[config.mk]
export PLATFORM = sky130hd
export DESIGN_NAME = rally_controller
export DESIGN_NICKNAME = d
export VERILOG_FILES = /design/src/rtl/rally_controller.sv
export SDC_FILE = /design/constraint.sdc
export NUM_CORES = 1
export LEC_CHECK = 0
export ABC_AREA = 1
export ABC_CLOCK_PERIOD_IN_PS = 3400
export CAP_MARGIN = 25
export CORE_MARGIN = 1.5
export CORE_UTILIZATION = 55
export CTS_BUF_LIST = sky130_fd_sc_hd__clkbuf_8 sky130_fd_sc_hd__clkbuf_16
export CTS_CLUSTER_SIZE = 30
export DETAILED_ROUTE_END_ITERATION = 10
export GPL_TIMING_DRIVEN = 0
export PLACE_DENSITY = 0.75
export SLEW_MARGIN = 20
export SYNTH_ARGS = -nofsm -noshare
export SYNTH_HDL_FRONTEND = slang
export SYNTH_SLANG_ARGS = --single-unit
[constraint.sdc]
create_clock -name clk -period 3.4 [get_ports clk]
set_input_delay 1.02 -clock clk [delete_from_list [all_inputs] [get_ports clk]]
set_output_delay 1.02 -clock clk [all_outputs]
set_load 0.01 [all_outputs]
[src/rtl/rally_controller.sv]
// Pong match sequencer: serve/rally/point/over flow, scores, ball step rate and paddle width.
// Define LFSR_SERVE_EN to pick each serve direction from a 16-bit LFSR instead of alternating.
module rally_controller #(
  parameter int WIN_SCORE   = 9,
  parameter int SERVE_DELAY = 25000000,
  parameter int BASE_DIV    = 262144,
  parameter int MIN_DIV     = 65536,
  parameter int DIV_STEP    = 16384,
  parameter int PAD_MAX     = 40,
  parameter int PAD_MIN     = 16,
  parameter int PAD_STEP    = 2
) (
  input  logic       clk,
  input  logic       reset,
  input  logic       start,
  input  logic       hit_0,
  input  logic       hit_1,
  input  logic       score_evt,
  input  logic [1:0] who_scored,
  output logic [3:0] gamestate,
  output logic [3:0] num_0,
  output logic [3:0] num_1,
  output logic [1:0] winner,
  output logic       ball_tick,
  output logic       ball_reset,
  output logic       serve_dir,
  output logic [5:0] paddlewidth
);

  typedef enum logic [3:0] {
    S_IDLE  = 4'd0,
    S_SERVE = 4'd1,
    S_RALLY = 4'd2,
    S_POINT = 4'd3,
    S_OVER  = 4'd4
  } state_t;

  localparam logic [24:0] L_TIMER_LOAD = 25'(SERVE_DELAY - 1);
  localparam logic [19:0] L_BASE_DIV   = 20'(BASE_DIV);
  localparam logic [19:0] L_MIN_DIV    = 20'(MIN_DIV);
  localparam logic [19:0] L_DIV_STEP   = 20'(DIV_STEP);
  localparam logic [20:0] L_DIV_FLOOR  = 21'(MIN_DIV + DIV_STEP);
  localparam logic [5:0]  L_PAD_MAX    = 6'(PAD_MAX);
  localparam logic [5:0]  L_PAD_MIN    = 6'(PAD_MIN);
  localparam logic [5:0]  L_PAD_STEP   = 6'(PAD_STEP);
  localparam logic [6:0]  L_PAD_FLOOR  = 7'(PAD_MIN + PAD_STEP);
  localparam logic [3:0]  L_WIN        = 4'(WIN_SCORE);

  state_t      r_state;
  logic [3:0]  r_num0;
  logic [3:0]  r_num1;
  logic [1:0]  r_winner;
  logic        r_tick;
  logic        r_ballReset;
  logic        r_serveDir;
  logic [5:0]  r_padW;
  logic [19:0] r_div;
  logic [19:0] r_cnt;
  logic [24:0] r_timer;

  logic       w_hit;
  logic       w_scoreP0;
  logic       w_scoreP1;
  logic       w_score;
  logic       w_enterServe;
  logic       w_serveDir;
  logic [3:0] w_newScore;

  assign w_hit        = hit_0 | hit_1;
  assign w_scoreP0    = score_evt && (who_scored == 2'b01);
  assign w_scoreP1    = score_evt && (who_scored == 2'b10);
  assign w_score      = w_scoreP0 | w_scoreP1;
  assign w_newScore   = w_scoreP0 ? (r_num0 + 4'd1) : (r_num1 + 4'd1);
  assign w_enterServe = (((r_state == S_IDLE) || (r_state == S_OVER)) && start) ||
                        ((r_state == S_POINT) && (r_timer == 25'd0));

`ifdef LFSR_SERVE_EN
  logic [15:0] r_lfsr;

  always_ff @(posedge clk) begin
    if (reset) r_lfsr <= 16'hACE1;
    else       r_lfsr <= {r_lfsr[14:0], r_lfsr[15] ^ r_lfsr[13] ^ r_lfsr[12] ^ r_lfsr[10]};
  end

  assign w_serveDir = r_lfsr[0];
`else
  assign w_serveDir = ~r_serveDir;
`endif

  always_ff @(posedge clk) begin
    if (reset) begin
      r_state     <= S_IDLE;
      r_num0      <= '0;
      r_num1      <= '0;
      r_winner    <= '0;
      r_tick      <= 1'b0;
      r_ballReset <= 1'b1;
      r_serveDir  <= 1'b0;
      r_padW      <= L_PAD_MAX;
      r_div       <= L_BASE_DIV;
      r_timer     <= '0;
      r_cnt       <= '0;
    end else begin
      r_tick <= 1'b0;
      case (r_state)
        S_IDLE, S_OVER: begin
          if (start) begin
            r_num0   <= '0;
            r_num1   <= '0;
            r_winner <= '0;
            r_padW   <= L_PAD_MAX;
          end
        end
        S_SERVE: begin
          if (r_timer == 25'd0) begin
            r_state     <= S_RALLY;
            r_ballReset <= 1'b0;
            r_cnt       <= '0;
          end else begin
            r_timer <= r_timer - 25'd1;
          end
        end
        S_RALLY: begin
          // A valid score ends the rally and swallows any hit or tick in the same cycle.
          if (w_score) begin
            r_ballReset <= 1'b1;
            if (w_scoreP0) r_num0 <= w_newScore;
            else           r_num1 <= w_newScore;
            if (w_newScore == L_WIN) begin
              r_state  <= S_OVER;
              r_winner <= w_scoreP0 ? 2'b01 : 2'b10;
            end else begin
              r_state <= S_POINT;
              r_timer <= L_TIMER_LOAD;
            end
          end else begin
            if (r_cnt >= r_div - 20'd1) begin
              r_tick <= 1'b1;
              r_cnt  <= '0;
            end else begin
              r_cnt <= r_cnt + 20'd1;
            end
            if (w_hit) begin
              if ({1'b0, r_div} >= L_DIV_FLOOR) r_div <= r_div - L_DIV_STEP;
              else                              r_div <= L_MIN_DIV;
              if ({1'b0, r_padW} >= L_PAD_FLOOR) r_padW <= r_padW - L_PAD_STEP;
              else                               r_padW <= L_PAD_MIN;
            end
          end
        end
        S_POINT: begin
          if (r_timer != 25'd0) r_timer <= r_timer - 25'd1;
        end
        default: r_state <= S_IDLE;
      endcase
      // Every way into SERVE restarts the ball at its base speed.
      if (w_enterServe) begin
        r_state     <= S_SERVE;
        r_timer     <= L_TIMER_LOAD;
        r_div       <= L_BASE_DIV;
        r_serveDir  <= w_serveDir;
        r_ballReset <= 1'b1;
      end
    end
  end

  assign gamestate   = r_state;
  assign num_0       = r_num0;
  assign num_1       = r_num1;
  assign winner      = r_winner;
  assign ball_tick   = r_tick;
  assign ball_reset  = r_ballReset;
  assign serve_dir   = r_serveDir;
  assign paddlewidth = r_padW;

endmodule

==> run metrics, run 1 <==
status finished, final reports clean; worst reg-to-reg setup slack 0.74 ns; total grt overflow 0; Fin. Hold Viols 0; kind of critical path in2reg; fin crit share 85.51%; CTS root buf clkbuf_8; DRC viols 0; Power Total 4.660 mW; global-route wire length before repair 18.59 mm; pin count of the biggest net entering global routing 12; Crit Reg-Reg Startpoint r_div[14]; commonest register cell after synthesis dfxtp_1; PostCTS Resize Cnt 0; IO Count 31; Clk Latency, worst-skew pair 0.35 ns; cts-stage hold buffer count 0; Worst Setup End Kind register; yosys warns 0; clk slew on worst S/H paths 0.08 ns; Worst Path Arrival 3.16 ns; iteration-0 DRC count of the detailed router 270; Fillers 733; critical path peak fanout 10; Commonest cells post-synth nand2_1, nor2_1, inv_1; Lkg Pwr 2.340 nW; initial antenna violation count 0; critical hold path startpoint winner[0]; FF-to-FF path depth 17; Post-Synthesis Cells 702; DP HPWL 8.385 mm; aggregate negative setup slack 0 ns; Die X-Extent 94.16 um; Post-Synth XOR/XNOR Area 3.449%; final non-filler cell area 0.005204 mm^2; Total GRT Usage 26.49%; largest family of logic cells by synthesized area simple AND/OR/NAND/NOR gates; Routed Antenna Nets 0; Critical R2R Capture r_cnt[3]; skew final 0.008277 ns; maximum vdd drop 0.4583 mV; postcts setup bufs 0; H-tree depth 3; RSZ-0062 raised after global routing false; Critical Path Start who_scored[0]; CP startpoint kind input port; number of synthesized flops with an enable pin 0; Peak Freq 344.0 MHz; final-report setup violation count 0; CP required 3.65 ns; total core area 0.008134 mm^2; fin. max-slew vios 0; CTS tree yes; Hold Path Sink winner[0]; drt total wl 11.15 mm; router iterations before antenna repair 5; most numerous cell in the Yosys netlist nand2_1; nets 765; clock period minus worst slack 2.907 ns; Synth Register Bits 72; vias in the first global route 4127; Synth Area in Adders 4.106%; DR vias 4516; WL per Instance 13.09 um; post-synthesis sequential area ratio 31.54%; GPL Wtd Cong 0.9140; CTS Buf Count 9; main area contributors after synthesis dfxtp_1, nand2_1, nor2_1, inv_1, nand3_1; Max Root-Sink Buffers 2; die area 0.008866 mm^2; Max-cap violations 0; area leader, netlist dfxtp_1; hold path depth 2; Synth Area in Compound Gates 8.541%; worst hold path type reg2reg; Layout area overhead 13.85%; mux cell area share after synthesis 0%; Pwr Density 895.5 mW/mm^2; share of cells above drive strength 1 10.44%; Cell Area, Synth 0.004571 mm^2; Yosys top cell area share 31.54%; vias per cell 5.300; initial core utilization 56.19%; Clock Sinks 72; die height 94.16 um; dpl cell area 0.004986 mm^2; Distinct cells, synth 44; FP Rows 33; Synth Area in Simple Gates 41.86%; n_diodes 0; Synth async-reset ratio 0%; Syn Area/Cell 6.511 um^2; Port Buffers 28
kinds of logic after synthesis:
family,Yosys count
AO/OA/AOI/OAI,72
adder cells (fa/ha/maj),15
AND/OR/NAND/NOR,413
other,1
buffers and inverters,111
XOR/XNOR,18
flip-flops,72
cell type report:
type / count / area [um^2] / share of cell area [%]
well taps: 105 / 131.4 / 2.525
flip-flops and latches: 72 / 1441 / 27.70
multi-input cells: 520 / 2656 / 51.05
clock buffers: 13 / 178.9 / 3.438
plain buffers: 15 / 111.4 / 2.140
clock inverters: 3 / 38.79 / 0.7454
inverters: 96 / 365.4 / 7.021
repair buffers: 28 / 280.3 / 5.386
how the worst max path moves through the flow:
stage                              to  slack [ns]  cells past startpoint
after floorplan           r_timer[18]        0.90                     14
after global placement    r_timer[22]        0.19                     16
after detailed placement  r_timer[18]        0.14                     14
after CTS                 r_timer[18]        0.50                     14
after global routing       r_timer[3]        0.33                     13
final                     r_timer[22]        0.49                     14
state kept, by name (all words and copies together) (netlist names):
name	flops
serve_dir	1
num_0	4
r_div	6
ball_tick	1
r_timer	25
paddlewidth	5
num_1	4
winner	2
r_cnt	20
gamestate	3
ball_reset	1
where the power goes:
part / leakage (nW) / switching [mW] / internal, mW / total, mW
clock network: 0.117 / 0.320 / 0.416 / 0.736
registers: 0.588 / 0.202 / 1.05 / 1.25
logic: 1.63 / 1.74 / 0.931 / 2.67
total: 2.34 / 2.26 / 2.40 / 4.66
metal layers:
layer,wire (um),GRT usage (%)
met1,5409,35.89
met2,4987,42.03
met3,565,4.450
met4,191,9.826
met5,0,0
stage by stage:
step	std cells	worst slack [ns]	util (%)	hold WS (ns)
floorplan	703	0.9038	-	0.4593
global placement	836	0.1875	61.30	0.4621
detailed placement	836	0.1354	61.30	0.4607
CTS	852	0.5042	63.97	0.4787
global route	852	0.3309	63.97	0.5202
finish	852	0.4928	63.97	0.4767
placed cells by master, fill, tap and decap left out, types with 15 or more instances in the layout:
cell and instances:
nand2_1 178, nor2_1 122, inv_1 88, dfxtp_1 72, nand3_1 39, a21oi_1 31
clkdlybuf4s50_1 28, o21ai_0 26, nand4_1 20, ha_1 15
critical path: stages:
cell and delay, ns:
clkdlybuf4s50_1 0.56, nand3_2 0.16, nand2_1 0.09, nand2_1 0.11, ha_1 0.22, nand3_1 0.08
nand2_1 0.08, nor2_2 0.16, nand3_4 0.15, nand3_4 0.17, buf_6 0.19, nand2_1 0.06
nand2_1 0.06, nor2_1 0.04
No activity file was read; power rests on OpenSTA's default activity.
==> inputs of run 2 (changes only) <==
Settings changed: CTS_BUF_LIST sky130_fd_sc_hd__clkbuf_8 sky130_fd_sc_hd__clkbuf_16 to unset, MAX_ROUTING_LAYER set to met4.
==> run 2 against run 1 <==
  * Die area did not move
  * Critical path depth did not move
  * Via count fell by 0.22%
  * Final cell count did not move
  * Setup slack improved by 0.0039 ns
  * Register-to-register slack barely moved
  * Final area did not move
  * Count of clock-buffer cells in the layout rose by 1
  * Critical endpoint unchanged
  * First-iteration DRC count rose by 4.8%
  * Sequential share of layout area did not move
  * Wire length rose by 0.39%
  * Highest routed layer unchanged
  * Total power rose by 0.17%
==> run metrics, run 2 (synthesized netlist as in run 1, its figures left out) <==
status finished, final reports clean (unchanged); Layout area overhead 13.85% (unchanged); n_diodes 0 (unchanged); clk slew on worst S/H paths 0.08 ns (about the same); DR vias 4506 (was 4516); total grt overflow 0 (unchanged); share of cells above drive strength 1 10.44% (unchanged); Final WS setup 0.4968 ns (was 0.4928 ns); CP startpoint kind input port (unchanged); worst path cell trace clkdlybuf4s50_1 -> nand3_2 -> nand2_1 -> nand2_1 -> ha_1 -> nand3_1 -> nand2_1 -> nor2_2 -> nand3_4 -> nand3_4 -> buf_6 -> nand2_1 -> nand2_1 -> nor2_1 (unchanged); Die X-Extent 94.16 um (unchanged); M3 GR Usage 4.854% (was 4.450%); CP Buf/Inv Count 2 (unchanged); Lkg Pwr 2.336 nW (was 2.340 nW); DRC viols 0 (unchanged); clock period minus worst slack 2.903 ns (was 2.907 ns); Pwr Density 897.0 mW/mm^2 (was 895.5 mW/mm^2); Top Registers r_timer x25, r_cnt x20, r_div x6 (unchanged); pin count of the biggest net entering global routing 12 (unchanged); switching share of power 48.59% (was 48.56%); Max Root-Sink Buffers 2 (unchanged); final-report setup violation count 0 (unchanged); most frequent cells in the layout nand2_1, nor2_1, inv_1 (unchanged); GR peak layer met2 (unchanged); Top Family by Delay on Critical Path simple AND/OR/NAND/NOR gates (unchanged); router iterations before antenna repair 5 (unchanged); postcts setup bufs 0 (unchanged); fin. max-slew vios 0 (unchanged); met2 Use GR 42.03% (unchanged); FP Rows 33 (unchanged); CTS tree yes (unchanged); CTS root buf clkbuf_8 (unchanged); slowest CP cell clkdlybuf4s50_1 (unchanged); fin crit share 85.39% (was 85.51%); iteration-0 DRC count of the detailed router 283 (was 270); aggregate negative setup slack 0 ns (unchanged); met1 GRT Util 35.94% (was 35.89%); WL per Instance 13.14 um (was 13.09 um); CP required 3.65 ns (about the same); Port Buffers 28 (unchanged); largest register by flop count r_timer (unchanged); total core area 0.008134 mm^2 (unchanged); Worst Path Arrival 3.16 ns (about the same); Max-cap violations 0 (unchanged); H-tree depth 3 (unchanged); max reg flops 25 (unchanged); maximum vdd drop 0.4603 mV (was 0.4583 mV); nets 765 (unchanged); Clock Sinks 72 (unchanged); GPL Wtd Cong 0.9299 (was 0.9140); Crit path top cell by count nand2_1 (unchanged); number of instances in the placed design 836 (unchanged); critical path peak fanout 10 (unchanged); Clk Latency, worst-skew pair 0.35 ns (about the same); Int Power 2.400 mW (was 2.397 mW); RSZ-0062 raised after global routing false (unchanged); drt total wl 11.20 mm (was 11.15 mm); DP Worst Slack 0.1354 ns (unchanged); crit-path max cell delay 0.56 ns (about the same); die height 94.16 um (unchanged); kind of critical path in2reg (unchanged); CTS Buf Count 9 (unchanged); Finished Layout Cells 852 (unchanged); worst hold path type reg2reg (unchanged); cts-stage hold buffer count 0 (unchanged); Clock power frac 15.8% (about the same); WHS 0.4766 ns (was 0.4767 ns); Logic pwr share 57.3% (about the same); Peak Freq 344.4 MHz (was 344.0 MHz); global-route wire length before repair 18.60 mm (was 18.59 mm); Fin. Hold Viols 0 (unchanged); sequential group share of total power 26.8% (was 26.9%); DP HPWL 8.385 mm (unchanged); Total GRT Usage 27.32% (was 26.49%); vias per cell 5.289 (was 5.300); switching power 2.268 mW (was 2.263 mW); leading cell type in the layout, fill and taps excluded nand2_1 (unchanged); skew final 0.008325 ns (was 0.008277 ns); initial core utilization 56.19% (unchanged); Routed Antenna Nets 0 (unchanged); initial antenna violation count 0 (unchanged); vias in the first global route 4125 (was 4127); die area 0.008866 mm^2 (unchanged); IO Count 31 (unchanged); Worst Setup End Kind register (unchanged); PostCTS Resize Cnt 0 (unchanged)
run 2: cell count changes in the layout (fill, tap and decap cells not counted):
cell	previous run	this run
clkbuf_1	1	2
inv_1	88	87
run 2: path summary, 6_finish.rpt:
| path | start | slack [ns] | endpoint | cells after the start |
|---|---|---|---|---|
| worst max-delay path | who_scored[0] | 0.50 | r_timer[22] | 14 |
| worst min-delay path | winner[0] | 0.48 | winner[0] | 2 |
| worst max register to register | r_div[14] | 0.74 | r_cnt[5] | 17 |
| worst min register to register | winner[0] | 0.48 | winner[0] | 2 |
run 2: per-layer routing:
layer	routed length [um]	part of all wire (%)
met5	0	0
met2	4995	45
met3	593	5.3
met1	5419	48
met4	188	1.7
run 2: power groups by stage:
| stage | clock (mW) | sequential [mW] | combinational (mW) |
|---|---|---|---|
| floorplan | 0 | 1.25 | 1.98 |
| global placement | 0 | 1.26 | 2.55 |
| detailed placement | 0 | 1.26 | 2.63 |
| CTS | 0.740 | 1.25 | 2.66 |
| global route | 0.786 | 1.28 | 2.99 |
| finish | 0.739 | 1.25 | 2.68 |
run 2: worst reg2reg max path: cells and delay by family (launching register included):
kind	cells	cell delay, ns
and+or+nand+nor	11	1.25
buffers and inverters	3	0.26
xor gates and xnor gates	1	0.15
DFF	1	0.41
adders and majority gates	2	0.49
run 2: area by class of cell:
type | count | area [um^2]
inverter | 96 | 365.4
sequential | 72 | 1441
clock inverter | 2 | 35.03
buffer | 15 | 111.4
fill | 733 | 2930
timing repair buffer | 28 | 280.3
multi-input combinational | 520 | 2656
tap | 105 | 131.4
clock buffer | 14 | 182.7
run 2: metrics by stage:
stage	total power, mW	util [%]	instance area, um^2
floorplan	3.227	-	4574
global placement	3.803	61.30	4986
detailed placement	3.891	61.30	4986
CTS	4.641	63.97	5204
global route	5.051	63.97	5204
finish	4.668	63.97	5204
